File: config.mk
export PLATFORM = sky130hd
export DESIGN_NAME = alu_sat_flag_stage
export DESIGN_NICKNAME = d
export VERILOG_FILES = /design/src/rtl/alu_sat_flag_stage.sv
export SDC_FILE = /design/constraint.sdc
export NUM_CORES = 1
export LEC_CHECK = 0
export CAP_MARGIN = 25
export CORE_MARGIN = 5
export CORE_UTILIZATION = 41
export DETAILED_ROUTE_END_ITERATION = 10
export GPL_ROUTABILITY_DRIVEN = 0
export PLACE_DENSITY_LB_ADDON = 0.2
export SKIP_CTS_REPAIR_TIMING = 1
export SLEW_MARGIN = 15
export SYNTH_ARGS = -nofsm -noshare
export SYNTH_HDL_FRONTEND = slang
export SYNTH_SLANG_ARGS = --single-unit
File: constraint.sdc
create_clock -name clk -period 1.65 [get_ports clk]
set_input_delay 0.165 -clock clk [delete_from_list [all_inputs] [get_ports clk]]
set_output_delay 0.165 -clock clk [all_outputs]
set_load 0.01 [all_outputs]
File: src/rtl/alu_sat_flag_stage.sv
// Result/flag stage behind the chained CLA adder slices: saturates the raw sum
// per operation mode, registers it behind a valid/ready handshake and keeps N/Z/V.
module alu_sat_flag_stage #(
  parameter int WIDTH = 16
) (
  input  logic             clk,
  input  logic             rst,
  input  logic             in_valid,
  output logic             in_ready,
  input  logic [WIDTH-1:0] in_sum,
  input  logic [3:0]       in_nib_ovfl,
  input  logic [1:0]       in_mode,
  input  logic             flush,
  output logic             out_valid,
  input  logic             out_ready,
  output logic [WIDTH-1:0] out_data,
  output logic             flag_n,
  output logic             flag_z,
  output logic             flag_v
);

  localparam logic [1:0] MODE_ADD    = 2'b00;
  localparam logic [1:0] MODE_SUB    = 2'b01;
  localparam logic [1:0] MODE_PADDSB = 2'b10;
  localparam logic [1:0] MODE_PASS   = 2'b11;

  // A wrapped sum has the wrong sign, so its MSB selects the opposite rail.
  function automatic logic [WIDTH-1:0] sat_word(input logic [WIDTH-1:0] sum,
                                                input logic              ovfl);
    logic [WIDTH-1:0] res;
    if (ovfl) begin
      res = sum[WIDTH-1] ? 16'h7FFF : 16'h8000;
    end else begin
      res = sum;
    end
    return res;
  endfunction

  function automatic logic [WIDTH-1:0] sat_nibbles(input logic [WIDTH-1:0] sum,
                                                   input logic [3:0]       ovfl);
    logic [WIDTH-1:0] res;
    res = sum;
    for (int i = 0; i < 4; i++) begin
      if (ovfl[i]) begin
        res[4*i +: 4] = sum[4*i+3] ? 4'h7 : 4'h8;
      end else begin
        res[4*i +: 4] = sum[4*i +: 4];
      end
    end
    return res;
  endfunction

  logic             valid_q, valid_d;
  logic [WIDTH-1:0] data_q, data_d;
  logic             n_q, n_d;
  logic             z_q, z_d;
  logic             v_q, v_d;
  logic [WIDTH-1:0] sat_res_s;
  logic             accept_s;
  logic             consume_s;

  assign in_ready  = ~valid_q | out_ready;
  assign accept_s  = in_valid & in_ready & ~flush;
  assign consume_s = valid_q & out_ready;

  assign out_valid = valid_q;
  assign out_data  = data_q;
  assign flag_n    = n_q;
  assign flag_z    = z_q;
  assign flag_v    = v_q;

  always_comb begin
    sat_res_s = in_sum;
    case (in_mode)
      MODE_ADD, MODE_SUB: sat_res_s = sat_word(in_sum, in_nib_ovfl[3]);
      MODE_PADDSB:        sat_res_s = sat_nibbles(in_sum, in_nib_ovfl);
      MODE_PASS:          sat_res_s = in_sum;
      default:            sat_res_s = in_sum;
    endcase
  end

  // Flush wins over accept/consume; flags only move on an accepted op.
  always_comb begin
    valid_d = valid_q;
    data_d  = data_q;
    n_d     = n_q;
    z_d     = z_q;
    v_d     = v_q;
    if (flush) begin
      valid_d = 1'b0;
    end else if (accept_s) begin
      valid_d = 1'b1;
      data_d  = sat_res_s;
      case (in_mode)
        MODE_ADD, MODE_SUB: begin
          n_d = sat_res_s[WIDTH-1];
          z_d = (sat_res_s == '0);
          v_d = in_nib_ovfl[3];
        end
        MODE_PASS: begin
          z_d = (sat_res_s == '0);
        end
        MODE_PADDSB: begin
          z_d = z_q;
        end
        default: begin
          z_d = z_q;
        end
      endcase
    end else if (consume_s) begin
      valid_d = 1'b0;
    end else begin
      valid_d = valid_q;
    end
  end

  always_ff @(posedge clk) begin
    if (rst) begin
      valid_q <= 1'b0;
      data_q  <= '0;
      n_q     <= 1'b0;
      z_q     <= 1'b0;
      v_q     <= 1'b0;
    end else begin
      valid_q <= valid_d;
      data_q  <= data_d;
      n_q     <= n_d;
      z_q     <= z_d;
      v_q     <= v_d;
    end
  end

endmodule

Yosys cells after proc, flatten, opt, wreduce, memory -nomap -nowiden
Cells that the tools add are included.
{ "classes": {"n_eq_ne": 3, "mux": 14, "bitwise_logic": 7, "n_reduce_logical": 9} }
{ "op_table": {"columns": ["cell", "n"], "rows": [
  ["16-bit one-hot mux with 3 select lines", 1],
  ["16-bit 2-to-1 mux", 2],
  ["4-bit 2-to-1 mux", 8],
  ["16-bit logical NOT", 1],
  ["3-bit AND reduction", 2],
  ["2-bit == test (second input constant)", 2],
  ["2-bit OR reduction", 2],
  ["1-bit AND", 3],
  ["1-bit 2-to-1 mux", 3],
  ["1-bit NOT", 3],
  ["3-bit OR reduction", 1],
  ["2-bit by 1-bit == test with 1-bit output (second input constant)", 1],
  ["2-bit logical NOT", 1],
  ["2-bit AND reduction", 1],
  ["2-bit nonzero test", 1],
  ["1-bit OR", 1]
]} }
{ "word_totals": {"ff_bits": 20, "inputBits": 27, "output_inout_bits": 21, "elab_cells": 38} }

Longest topological paths before layout
{ "depth": {"ltp_word": 5, "ltp_mapped": 7, "ltp_nobuf": 6} }

Worst setup path after synthesis
OpenSTA, ideal clock, no wires.
{ "synth_timing": {"path_type": "flip-flop to flip-flop", "startpoint": "register valid_q (netlist: out_valid)", "endpoint": "register data_q[0] (netlist: out_data[0])", "setup_time_ns": 0.078, "arrival_time_ns": 1.266, "t_required_ns": 1.572, "slack_ns": 0.306, "stages_incl_launch_ff": 7, "n_path_buf": 1, "period_less_slack_ns": 1.344, "path_cell_list": "dfxtp_1 > nor2b_1 > inv_2 > nand3b_1 > buf_2 > a211oi_1 > nor3_1"} }
{ "synth_between": {"elab_chain_cells": 5} }
{ "synth_rtl": {"columns": ["element", "line", "text"], "rows": [
  ["start: declaration", "53", "logic valid_q, valid_d;"],
  ["start signal: assignment", "125", "valid_q <= valid_d;"],
  ["1-bit NOT", "62", "assign in_ready = ~valid_q | out_ready;"],
  ["1-bit OR", "62", null],
  ["net in_ready", "9", "output logic in_ready,"],
  ["1-bit AND (2 in series)", "63", "assign accept_s = in_valid & in_ready & ~flush;"],
  ["2-bit AND reduction (no line)", null, null],
  ["end signal: assignment", "126", "data_q <= data_d;"],
  ["end: declaration", "54", "logic [WIDTH-1:0] data_q, data_d;"]
]} }
The timed path passes the listed nets, and every way through them passes these cells.
A chain may end at the register's enable or synchronous reset.

Worst setup path in the final report
{ "layout_timing": {"startpoint": "register valid_q (netlist: out_valid)", "endpoint": "output port in_ready"} }
{ "layout_between": {"elab_chain_cells": 2} }
{ "layout_rtl": {"columns": ["element", "line"], "rows": [
  ["1-bit NOT", "62"],
  ["1-bit OR", "62"],
  ["end: declaration", "9"]
]} }
Every way passes these cells.

==> results.tsv <==
stage	metric	value	unit
finish	syn_to_final_growth	53.3	%
clocking	numClockSinks	20	
route	drcViolationCount	0	
pwr	p_leak	0.609	nW
pwr	p_sw	312	µW
pwr	p_per_area	661	nW/µm²
timing	fin_skew	7.57	ps
route	postRouteAntennaNets	0	
timing	report.final.slew_viol_count	0	
timing	tightest_slew	326	ps
pwr	internal_power	784	µW
route	wl	3080	µm
worst_hold_path	hold_depth	3	
route	dr.pass1.iters	4	
yosys	syn_nets	154	
die	start_util	43.3	%
die	die_h	61.4	µm
yosys	syn_inst	127	
worst_setup_path	rr_worst_depth	6	
finish	post-route-util	66.4	%
timing	rsz0062_at_grt	no	
grt	use_met2	32.8	%
clocking	cts_tree	built	
worst_setup_path	r2r_start	out_valid$_SDFFE_PP0P_	
yosys	seq_area_frac_synth	37.0	%
die	ioPinCount	48	
grt	grt_max_degree	21	
grt	grt_use_met1	20.4	%
pwr	finalPower	1.10	mW
grt	grt_usage	17.7	%
yosys	synthesis.area	1080	µm²
finish	antenna_cells	0	
worst_setup_path	reg2reg_setup_slack	310	ps
die	rows	18	
grt	grt_pass1_wl	5050	µm
timing	finalCritPeriodShare	95.0	%
worst_setup_path	crit_fanout	3	
grt	antenna_found_initial	0	
worst_setup_path	r2r_end	out_data[6]$_SDFFE_PP0P_	
clocking	ctsRootBufferMaster	clkbuf_4	
pwr	pwr-share-comb	30.5	%
placed_design	hpwl	2550	µm
worst_setup_path	worstPathArrival	1400	ps
clocking	cts_buffer_depth	2	
placed_design	portBuffers	47	
clocking	cts_buffers	3	
yosys	synthTopCellsByArea	dfxtp_1 (37%), a211oi_1 (10%), nor2_1 (8.7%), mux2i_1 (4.6%), nor3_1 (4.6%)	
finish	drive_above_1_share	14.4	%
status	status	finished, final reports clean	
worst_setup_path	cp.required	1480	ps
worst_setup_path	critPathTopFamily	buffers and inverters	
clocking	clk_latency	300	ps
grt	grt_pass1_vias	1178	
worst_setup_path	path_buf_inv	2	
pwr	seqPwrFrac	48.2	%
route	drt_iter0_markers	52	
worst_hold_path	min_to	out_data[10]$_SDFFE_PP0P_	
pwr	pwr-share-clk	21.3	%
worst_setup_path	max_stage_delay	480	ps
grt	grt_overflow	0	
finish	nets	210	
finish	multi_input_area	627	µm²
timing	fmax	0.638	GHz
clocking	ctsHtreeMaxLevel	1	
grt	top_usage_layer	met2	
die	die_w	61.4	µm
flow_run	drv_cap	0	
worst_setup_path	criticalPathCategory	reg -> out	
timing	finalHoldViolCount	0	
die	coreArea	2500	µm²
yosys	synth_cell_types	32	
yosys	synth_top_area_share	37.0	%
pwr	swShare	28.4	%
worst_setup_path	worstPathCellList	nor2b_2, inv_2, clkdlybuf4s50_1	
die	die-area	3770	µm²
grt	met3_usage	3.77	%
worst_setup_path	slowest_stage	clkdlybuf4s50_1	
worst_setup_path	cp-start-kind	flip-flop	
pwr	irDropWorstVdd	485	µV
yosys	synth_area_leader_cell	dfxtp_1	
finish	nFillCells	231	
yosys	ys.warnings.count	0	
timing	max_slew_margin	78.3	%
worst_setup_path	worstSetupEndpointType	output pin	
yosys	synth.ff_latch_count	20	
worst_hold_path	hold_class	in -> reg	
timing	final-setup-viol-count	0	
clocking	clkTransAtPathRegs	110	ps
yosys	synth_area_per_cell	8.52	µm²
route	routed_via_density	5.48	
route	num_vias	1156	
route	wire_per_inst	14.6	µm
timing	min_period	1570	ps
finish	ff_latch_area	400	µm²
worst_hold_path	min_from	in_sum[10]	
## layout by cell type, fill, tap and decap left out
cell type | Yosys | layout
dfxtp_1 | 20 | 20
nor2b_1 | 4 | 3
clkdlybuf4s50_1 | 0 | 47
nand2b_1 | 4 | 4
a311oi_1 | 1 | 1
nor2_1 | 25 | 25
or4_4 | 1 | 1
o31ai_1 | 1 | 1
buf_4 | 0 | 13
nor4_2 | 1 | 1
nand4_1 | 2 | 2
xnor2_1 | 3 | 3
nand2_1 | 6 | 6
nand3b_1 | 1 | 1
o21ai_0 | 3 | 3
inv_2 | 1 | 1
nand4bb_1 | 1 | 1
mux2i_1 | 5 | 5
a21boi_2 | 1 | 1
nor3_1 | 10 | 10
a21oi_1 | 2 | 2
a211oi_1 | 15 | 15
a32o_1 | 3 | 3
nor3b_4 | 1 | 1
nor2b_2 | 1 | 2
o21ai_1 | 1 | 1
a211oi_2 | 1 | 1
o221ai_1 | 1 | 1
clkbuf_4 | 0 | 3
a21oi_2 | 2 | 2
o211a_1 | 1 | 1
## power by group through the flow
stage | sequential, mW | clock (mW) | combinational, mW
2_1_floorplan | 0.554 | 0 | 0.138
3_3_place_gp | 0.538 | 0 | 0.327
3_5_place_dp | 0.540 | 0 | 0.334
4_1_cts | 0.529 | 0.235 | 0.335
5_1_grt | 0.532 | 0.260 | 0.363
6_report | 0.528 | 0.234 | 0.334
## synth_stat cells, drive strengths merged
master and number:
a211oi 16, a21boi 1, a21oi 4, a311oi 1, a32o 3, buf 7
clkbuf 2, dfxtp 20, inv 1, mux2i 5, nand2 6, nand2b 4
nand3b 1, nand4 2, nand4bb 1, nor2 25, nor2b 5, nor3 10
nor3b 1, nor4 1, o211a 1, o21ai 4, o221ai 1, o31ai 1
or4 1, xnor2 3
## through the flow
stage / worst slack, ps / TNS, ps / instance area [µm²] / hold slack, ps / std cells
after floorplan: 306 / 0 / 1080 / 244 / 127
after global placement: -45.3 / -45.3 / 1630 / 482 / 208
after detailed placement: -115 / -247 / 1630 / 480 / 208
after CTS: -32.7 / -32.7 / 1660 / 460 / 211
after global routing: 16.9 / 0 / 1660 / 458 / 211
final: 82.3 / 0 / 1660 / 463 / 211
## registers in the layout, indices dropped and copies added (netlist names)
signal / cells
flag_n: 1
out_data: 16
flag_v: 1
flag_z: 1
out_valid: 1
## kinds of logic after synthesis
family	after synthesis	synth area share, %
DFF	20	37.0
AOI/OAI and AO/OA	32	23.0
and+or+nand+nor	57	27.6
buffers and inverters	10	5.32
xor gates and xnor gates	3	2.43
muxes	5	4.62
## worst max path at each step
stage          slack (ps)                    from  cells past startpoint                  endpoint
2_1_floorplan         310  out_valid$_SDFFE_PP0P_                      6  out_data[0]$_SDFFE_PP0P_
3_5_place_dp         -110              in_sum[15]                      6       flag_z$_SDFFE_PP0P_
5_1_grt                20  out_valid$_SDFFE_PP0P_                      3                  in_ready
4_1_cts               -30  out_valid$_SDFFE_PP0P_                      3                  in_ready
3_3_place_gp          -50              in_sum[15]                      6       flag_z$_SDFFE_PP0P_
6_report               80  out_valid$_SDFFE_PP0P_                      3                  in_ready
## tightest hold or removal path: cells and delay by family
kind,cells,cell delay [ps]
AOI/OAI and AO/OA,1,50
and+or+nand+nor,1,70
buffers and inverters,1,430
## layer usage
| metal | routed length (µm) | share of wire [%] |
|---|---|---|
| met1 | 1270 | 41 |
| met2 | 1590 | 52 |
| met3 | 170 | 5.5 |
| met4 | 42 | 1.4 |
| met5 | 0 | 0 |
## area by class of cell
cell class,instances,area share (%)
multi-input combinational,97,37.8
timing repair buffer,60,34.2
sequential,20,24.1
tap,30,2.26
clock buffer,3,1.36
inverter,1,0.226
Power figures use the tool's default switching activity.
